===== config.mk =====
export PLATFORM = sky130hd
export DESIGN_NAME = ssd_scan_driver
export DESIGN_NICKNAME = d
export VERILOG_FILES = /design/src/rtl/ssd_scan_driver.sv
export SDC_FILE = /design/constraint.sdc
export NUM_CORES = 1
export LEC_CHECK = 0
export BUFFER_PORTS_ARGS = -buffer_cell sky130_fd_sc_hd__buf_2
export CORE_MARGIN = 3
export CORE_UTILIZATION = 53
export CTS_BUF_LIST = sky130_fd_sc_hd__clkbuf_4 sky130_fd_sc_hd__clkbuf_8
export CTS_CLUSTER_DIAMETER = 200
export CTS_CLUSTER_SIZE = 40
export DETAILED_ROUTE_END_ITERATION = 8
export GPL_ROUTABILITY_DRIVEN = 0
export PLACE_DENSITY = 0.74
export SYNTH_ARGS = -nofsm -noshare
export SYNTH_HDL_FRONTEND = slang
export SYNTH_SLANG_ARGS = --single-unit

===== constraint.sdc =====
create_clock -name ClkPort -period 3.21 [get_ports ClkPort]
set_input_delay 0.4815 -clock ClkPort [delete_from_list [all_inputs] [get_ports ClkPort]]
set_output_delay 0.4815 -clock ClkPort [all_outputs]
set_load 0.005 [all_outputs]

===== src/rtl/ssd_scan_driver.sv =====
// Multiplexed common-anode seven-segment scanner with leading-zero blanking,
// PWM dimming and frame-synchronous (tear-free) display updates.
module ssd_scan_driver #(
  parameter int NUM_DIGITS    = 8,
  parameter int SCAN_DIV_BITS = 18,
  parameter int BRIGHT_BITS   = 4
) (
  input  logic                    ClkPort,
  input  logic                    Reset,
  input  logic                    load,
  input  logic [4*NUM_DIGITS-1:0] digits_in,
  input  logic [NUM_DIGITS-1:0]   dp_in,
  input  logic [NUM_DIGITS-1:0]   enable_mask,
  input  logic                    blank_lz,
  input  logic [BRIGHT_BITS-1:0]  brightness,
  output logic [NUM_DIGITS-1:0]   An,
  output logic [7:0]              Cathodes,
  output logic [2:0]              digit_idx,
  output logic                    scan_wrap
);

  localparam logic [2:0] LAST_IDX = 3'(NUM_DIGITS - 1);

  logic [SCAN_DIV_BITS-1:0] r_presc;
  logic [2:0]               r_idx;
  logic [4*NUM_DIGITS-1:0]  r_pend_digits;
  logic [4*NUM_DIGITS-1:0]  r_com_digits;
  logic [NUM_DIGITS-1:0]    r_pend_dp;
  logic [NUM_DIGITS-1:0]    r_com_dp;
  logic                     r_pend_valid;
  logic [NUM_DIGITS-1:0]    r_an;
  logic [7:0]               r_cath;
  logic [2:0]               r_digit_idx;
  logic                     r_scan_wrap;

  logic                     w_slot_end;
  logic                     w_frame_wrap;
  logic [BRIGHT_BITS-1:0]   w_pwm;
  logic [NUM_DIGITS-1:0]    w_suppress;
  logic [3:0]               w_nibble;
  logic                     w_dp;
  logic                     w_enable;
  logic                     w_sup_cur;
  logic                     w_visible;
  logic [NUM_DIGITS-1:0]    w_an_next;

  function automatic logic [6:0] seg7(input logic [3:0] nib);
    case (nib)
      4'h0: return 7'b0000001;
      4'h1: return 7'b1001111;
      4'h2: return 7'b0010010;
      4'h3: return 7'b0000110;
      4'h4: return 7'b1001100;
      4'h5: return 7'b0100100;
      4'h6: return 7'b0100000;
      4'h7: return 7'b0001111;
      4'h8: return 7'b0000000;
      4'h9: return 7'b0000100;
      4'hA: return 7'b0001000;
      4'hB: return 7'b1100000;
      4'hC: return 7'b0110001;
      4'hD: return 7'b1000010;
      4'hE: return 7'b0110000;
      default: return 7'b0111000;
    endcase
  endfunction

  assign w_slot_end   = &r_presc;
  assign w_frame_wrap = w_slot_end && (r_idx == LAST_IDX);
  assign w_pwm        = r_presc[SCAN_DIV_BITS-1 -: BRIGHT_BITS];

  // Suppression runs from the most significant digit down and stops at the
  // first digit with a non-zero nibble or a lit dp; digit 0 always shows.
  always_comb begin
    logic w_lz_run;
    w_suppress = '0;
    w_lz_run   = blank_lz;
    for (int i = NUM_DIGITS - 1; i >= 1; i--) begin
      w_lz_run      = w_lz_run && (r_com_digits[4*i +: 4] == 4'd0) && !r_com_dp[i];
      w_suppress[i] = w_lz_run;
    end
  end

  always_comb begin
    w_nibble  = 4'd0;
    w_dp      = 1'b0;
    w_enable  = 1'b0;
    w_sup_cur = 1'b0;
    for (int i = 0; i < NUM_DIGITS; i++) begin
      if (r_idx == 3'(i)) begin
        w_nibble  = r_com_digits[4*i +: 4];
        w_dp      = r_com_dp[i];
        w_enable  = enable_mask[i];
        w_sup_cur = w_suppress[i];
      end
    end
  end

  // The first cycle of every slot is forced dark to avoid ghosting on idx change.
  assign w_visible = w_enable && !w_sup_cur && (w_pwm < brightness) && (r_presc != '0);

  always_comb begin
    w_an_next = '1;
    for (int i = 0; i < NUM_DIGITS; i++) begin
      w_an_next[i] = !(w_visible && (r_idx == 3'(i)));
    end
  end

  // load is an always-accepted one-cycle strobe (no ready): the last load
  // before a frame wrap wins, and a load on the wrap cycle commits directly.
  always_ff @(posedge ClkPort) begin
    if (Reset) begin
      r_presc       <= '0;
      r_idx         <= 3'd0;
      r_pend_digits <= '0;
      r_pend_dp     <= '0;
      r_pend_valid  <= 1'b0;
      r_com_digits  <= '0;
      r_com_dp      <= '0;
      r_an          <= '1;
      r_cath        <= 8'hFF;
      r_digit_idx   <= 3'd0;
      r_scan_wrap   <= 1'b0;
    end else begin
      r_presc <= r_presc + 1'b1;
      if (w_slot_end) begin
        r_idx <= (r_idx == LAST_IDX) ? 3'd0 : r_idx + 3'd1;
      end
      if (w_frame_wrap) begin
        if (load) begin
          r_com_digits <= digits_in;
          r_com_dp     <= dp_in;
        end else if (r_pend_valid) begin
          r_com_digits <= r_pend_digits;
          r_com_dp     <= r_pend_dp;
        end
        r_pend_valid <= 1'b0;
      end else if (load) begin
        r_pend_digits <= digits_in;
        r_pend_dp     <= dp_in;
        r_pend_valid  <= 1'b1;
      end
      r_an        <= w_an_next;
      r_cath      <= w_visible ? {seg7(w_nibble), ~w_dp} : 8'hFF;
      r_digit_idx <= r_idx;
      r_scan_wrap <= w_frame_wrap;
    end
  end

  assign An        = r_an;
  assign Cathodes  = r_cath;
  assign digit_idx = r_digit_idx;
  assign scan_wrap = r_scan_wrap;

endmodule

After elaboration in Yosys (flattened, before gate mapping):

Memories as Yosys holds them, arrays and structs flattened. A register that Yosys moved wholly into a read port is not among the register bits.
Index checks and enable logic that the tools add are counted.

* memory bits (read-only): 112
* flip-flop bits (word level): 122
* memories: 1
* word-level logic and storage cells: 118
* input port bits: 56

* equal/unequal tests: 7
* reductions and logical operators: 57
* bitwise operators: 3
* add/subtract/negate cells: 2
* mux-type cells: 36
* order comparisons: 1

Memories
* (name not given): depth 16, bits a word 7, read ports 1, clocked after Yosys merged registers in 1, wr ports 0, RTL line 48 `case (nib)`

Operators with widths (count)
* 32-bit 2-to-1 mux: 2
* 4-bit 2-to-1 mux: 8
* 4-bit logical NOT: 7
* 1-bit logical AND: 26
* 1-bit 2-to-1 mux: 23
* 18-bit by 1-bit adder with 18-bit output, second input constant: 1
* 18-bit AND reduction: 1
* 18-bit nonzero test: 1
* 1-bit logical NOT: 16
* 8-bit 2-to-1 mux: 2
* 3-bit equality test, second input constant: 4
* 3-bit by 2-bit equality test with 1-bit output, second input constant: 2
* 4-bit less-than comparator: 1
* 2-bit AND reduction: 2
* 2-bit OR reduction: 2
* 3-bit by 1-bit adder with 3-bit output, second input constant: 1
* 3-bit by 1-bit equality test with 1-bit output, second input constant: 1
* 3-bit logical NOT: 1
* 3-bit 2-to-1 mux: 1
* 1-bit NOT: 3
* 2-bit nonzero test: 1

Logic depth before layout (Yosys ltp):

* word-level depth: 28
* gate-level depth with buffers: 14
* depth with buffers taken out: 11

Least setup slack after synthesis:

Ideal clock, no wire load.

* kind: register to register
* from: register r_idx[2]
* to: register r_cath[4], in the netlist Cathodes[4]
* buffers on the path: 3
* cell stages (with the launch flop): 14
* clock period less this slack: 2.823 ns
* arrival: 2.701 ns
* path slack: 0.387 ns
* cell sequence: dfxtp_1 buf_2 inv_2 ha_1 buf_2 buf_2 a2111oi_2 o22ai_1 a31oi_1 inv_1 ha_1 nor3_1 a211oi_1 o21ai_2

* word-level cells in the longest chain between the ends: 14

RTL lines
* from (decl): RTL line 25 `logic [2:0] r_idx;`
* from (signal assigned): RTL line 127 `r_idx <= (r_idx == LAST_IDX) ? 3'd0 : r_idx + 3'd1;`
* 3-bit logical NOT or 3-bit by 1-bit equality test with 1-bit output (tied branches): RTL line 90 `if (r_idx == 3'(i)) begin`
* 1-bit 2-to-1 mux (7 in a row): RTL line 90
* 1-bit 2-to-1 mux or 1-bit logical NOT (tied branches): RTL line 90, 100
* 1-bit logical AND (3 in a row): RTL line 100 `assign w_visible = w_enable && !w_sup_cur && (w_pwm < brightness) && (r_presc != '0);`
* 1-bit NOT (no source line)
* 2-bit OR reduction (no source line)
* to (decl): RTL line 32 `logic [7:0] r_cath;`

Several ways; a longest one is shown, not always the timed one.
A chain may end at the register's enable or synchronous reset.

Worst setup path after layout:

* from: register r_idx[0]
* to: register r_cath[4], in the netlist Cathodes[4]

Same word-level chain as after synthesis.

==> results <==
- The share of final-layout standard cells stronger than drive strength 1 is 18.5%.
- The depth of the most critical reg-to-reg path is 11.
- The iteration count of the initial detailed-routing pass is 5.
- For this run, the total global-route usage over all layers was measured as a little under a quarter.
- The type of element capturing the critical path is a flop.
- The final hold violation count is 0.
- The number of DRC markers after the initial detailed-route iteration is roughly 330.
- The number of clock sinks is 122.
- The number of antenna violations at the first check in global routing is 0.
- The multi-input gate area in the final layout is approximately 3000 µm².
- The post-CTS setup repair buffer count is 0.
- The pin count of the biggest net entering global routing is 107.
- Yosys printed 0 warnings.
- Measured against the total synthesized area, the mux share comes to just under 8%.
- The flow ran to the end, and the final reports show no timing, DRC or antenna violations.
- The internal reg-to-reg setup slack is ~0.45 ns.
- The synthesized netlist occupies a cell area of ~5800 µm².
- The area share of the leading cell type in the synthesized netlist is 42.4%.
- The number of nets in the synthesized netlist is ~760.
- The synthesized area per cell is roughly 8.4 µm².
- The detailed placement HPWL is 9.31 mm.
- The residual overflow from global routing is 0.
- From synthesis to final layout, the design area changed by 14.6%.
- The max-capacitance violation count is 0.
- Total power for the finished layout comes to about 3.2 mW.
- The count of buffers added on input and output ports is 75.
- The endpoint identified for the worst register-to-register timing path is Cathodes[4]$_SDFF_PP1_.
- Yosys mapped a number of flops with a built-in enable equal to 0.
- The final wirelength is 13.3 mm.
- The remaining antenna violation count after routing is 0.
- The placed instance count is around 860.
- Summing all flip-flop and latch instances after layout gives approximately 2400 µm².
- The worst hold-check slack is between 0.2 and 0.3 ns.
- In this run the static leakage power is 2.65 nW.
- The netlist uses 52 different library cells.
- The clock-pin slew of the registers on the worst-case setup and hold paths is about 0.070 ns.
- The clock tree from TritonCTS is yes.
- The nature of the critical path startpoint is a flop.
- The count of state elements after synthesis is 122.
- The final critical path takes up 86.0% of the cycle.
- The arrival time reported for the critical path endpoint is just over 3 ns.
- Setup repair after global routing left no endpoint under its margin.
- The most critical setup path has its startpoint at r_idx[0]$_SDFFE_PP0P_.
- The fraction of the mapped netlist area in compound gates is 16.9%.
- The total number of vias is 4880.
- The highest attainable clock frequency is 0.362 GHz.
- The first-pass GRT wire length is 21.7 mm.
- The synthesized netlist cell count is approximately 700.
- In this run the power density over the cells is 485 nW/µm².
- The clock passes through at most 2 buffers.
- The synthesized netlist devotes 21.4% of its cell area to simple gates.
- The count of final setup violators is 0.
- For this run, design rule violations remaining after detail routing come to 0.
- At the pin with the least slew margin, the transition time is 1.07 ns.
- The library cells used most frequently in the layout, excluding fill and tap cells, are sky130_fd_sc_hd__dfxtp_1 (122), sky130_fd_sc_hd__nand2_1 (112), sky130_fd_sc_hd__buf_2 (75).
- For this configuration, the core starts out at a cell density of a little over half.
- The path class of the tightest hold or removal check is in2reg.
- The origin of the critical flop-to-flop path is r_idx[0]$_SDFFE_PP0P_.
- The clock period could shrink to about 2.8 ns.
- Yosys attributes the largest share of cell area to sky130_fd_sc_hd__dfxtp_1 (42%), sky130_fd_sc_hd__mux2i_1 (7.8%), sky130_fd_sc_hd__nand2_1 (7.3%).
- The post-synthesis share of cell area spent on xor and xnor gates is about 2.1%.
- Using the TritonRoute via totals, the vias-per-cell ratio works out to approximately 5.5.
- The core area is between 10000 and 15000 µm².
- The capture point of the critical path is Cathodes[4]$_SDFF_PP1_.
- The H-tree was split into 4 levels.
- The antenna cell count is 0.
- By area, the combinational part of the netlist is dominated by simple AND/OR/NAND/NOR gates.
- The overall die area is 12100 µm².
- The TritonCTS buffer count is 17.
- The number of gates given a new drive strength after cts is 0.
- In this run the worst path has a maximum fanout of 13.
- The most common cell after layout, fill and taps aside is sky130_fd_sc_hd__dfxtp_1.
- The sum of negative setup slack is 0 ns.
- The worst clock skew on the final layout is 0.00990 ns.
- The final net count is about 810.
- For this run, the share of the core covered by cells in the final layout is a little over three fifths.
- The required time of the critical path is between 3 and 4 ns.
- Summing the areas of all fa, ha and maj instances in the mapped netlist gives roughly 3.7% of the synthesized area.
- The vertical die dimension is between 100 and 150 µm.
- The number of max-slew violations in the final report was 0.
- The number of filler instances in the final layout is about 940.
- The die outline width is roughly 110 µm.
- For this run, asynchronously set or reset flops after synthesis account for 0%.
- The peak supply drop is between 0.0004 and 0.0005 V.
- The number of global-route vias before repair came to between 4000 and 5000.
- For this design, the CTS-stage hold fixing added 0 buffers.
- The sequential element share of the synthesized area is 42.4%.
- The detail-routed net length per standard cell is 15.0 µm.
- The clock network latency to the later pin of the worst-skew pair is between 0.4 and 0.5 ns.
- The total number of placement rows is 37.
- The beginning of the worst hold path is digits_in[9].
- The relative slew slack is between 20% and 30%.
- The start-to-end type of the worst setup path is reg2reg.
- For this run, the leading register cell type out of synthesis is sky130_fd_sc_hd__dfxtp_1.
- The cell at the root of the clock tree is sky130_fd_sc_hd__clkbuf_8.
- The number of cells in the finished layout apart from fillers is about 890.
- The number of top-level pins is 76.
- The leading area contributor after synthesis is sky130_fd_sc_hd__dfxtp_1.
## Yosys cell counts, types with 2 or more instances
cell                       count
sky130_fd_sc_hd__nor3b_1       5
sky130_fd_sc_hd__buf_6         2
sky130_fd_sc_hd__a211oi_1     48
sky130_fd_sc_hd__inv_1        19
sky130_fd_sc_hd__o21ai_0      17
sky130_fd_sc_hd__and3_1        6
sky130_fd_sc_hd__a21o_1        2
sky130_fd_sc_hd__nand2b_1      2
sky130_fd_sc_hd__a31oi_1       3
sky130_fd_sc_hd__ha_1         17
sky130_fd_sc_hd__buf_1         3
sky130_fd_sc_hd__nor2_1       69
sky130_fd_sc_hd__nand3_2       6
sky130_fd_sc_hd__nand3_1      11
sky130_fd_sc_hd__xnor2_1       5
sky130_fd_sc_hd__or4_1         7
sky130_fd_sc_hd__o221ai_1      5
sky130_fd_sc_hd__nor3_1        5
sky130_fd_sc_hd__or3_1         3
sky130_fd_sc_hd__mux2i_1      45
sky130_fd_sc_hd__buf_2        18
sky130_fd_sc_hd__a21oi_1      65
sky130_fd_sc_hd__o22ai_1       3
sky130_fd_sc_hd__clkbuf_1     25
sky130_fd_sc_hd__dfxtp_1     122
sky130_fd_sc_hd__nor4_1        3
sky130_fd_sc_hd__buf_4         4
sky130_fd_sc_hd__xor2_1        9
sky130_fd_sc_hd__nor2b_1       6
sky130_fd_sc_hd__o31ai_1       2
sky130_fd_sc_hd__or2_2         2
sky130_fd_sc_hd__nand4_1       5
sky130_fd_sc_hd__nand2_1     112
sky130_fd_sc_hd__and4_1        3
sky130_fd_sc_hd__nand3b_1      6
## power breakdown
group | internal (mW) | switching, mW
Sequential | 1.55 | 0.0174
Clock | 0.791 | 0.629
Combinational | 0.0898 | 0.120
Total | 2.43 | 0.767
## state kept, by name, summed over array words and instances, names as in the netlist
signal and count:
r_com_digits 32, r_pend_valid 1, An 8, r_idx 3, scan_wrap 1, r_pend_dp 8
digit_idx 3, r_presc 18, Cathodes 8, r_com_dp 8, r_pend_digits 32
## area by class of cell
cell class,count,share of cell area (%)
Clock inverter,14,2.60
Multi-Input combinational cell,488,45.3
Timing Repair Buffer,90,7.59
Inverter,20,1.14
Tap cell,136,2.58
Clock buffer,18,3.76
Sequential cell,122,37.0
## through the flow
stage / instance area (µm²) / setup slack [ns]
floorplan: 5750 / 0.387
global placement: 6180 / 0.627
detailed placement: 6180 / 0.489
CTS: 6600 / 0.469
global route: 6600 / 0.278
finish: 6600 / 0.450
## how the worst min path moves through the flow
stage	cells past startpoint	slack (ns)	endpoint
floorplan	1	0.43	r_presc[0]$_SDFF_PP0_
global placement	1	0.44	r_presc[0]$_SDFF_PP0_
detailed placement	2	0.45	r_pend_digits[8]$_SDFFE_PP0P_
CTS	3	0.27	r_pend_digits[26]$_SDFFE_PP0P_
global route	3	0.27	r_pend_digits[16]$_SDFFE_PP0P_
finish	3	0.29	r_pend_digits[9]$_SDFFE_PP0P_
## critical path: stages, from the launching register on
cell	delay, ns
sky130_fd_sc_hd__dfxtp_1	0.35
sky130_fd_sc_hd__ha_1	0.24
sky130_fd_sc_hd__ha_1	0.34
sky130_fd_sc_hd__a2111oi_2	0.37
sky130_fd_sc_hd__o22ai_1	0.15
sky130_fd_sc_hd__a31oi_1	0.22
sky130_fd_sc_hd__buf_4	0.17
sky130_fd_sc_hd__inv_1	0.08
sky130_fd_sc_hd__ha_1	0.30
sky130_fd_sc_hd__nor3_1	0.06
sky130_fd_sc_hd__a211oi_1	0.27
sky130_fd_sc_hd__o21ai_2	0.08
## cells by family after synthesis
logic type,count (synthesis)
adders and majority gates,17
DFF,122
buffers and inverters,72
muxes,45
and+or+nand+nor,258
AOI/OAI and AO/OA,154
xor gates and xnor gates,14
## routing by layer
| layer | global-route usage [%] | part of all wire (%) | vias up |
|---|---|---|---|
| met5 | 0 | 0 | - |
| met2 | 35.9 | 47 | 143 |
| li1 | - | - | 2490 |
| met4 | 8.53 | 1.9 | 0 |
| met3 | 5.65 | 6.0 | 23 |
| met1 | 30.3 | 45 | 2224 |
Power figures use the tool's default switching activity.
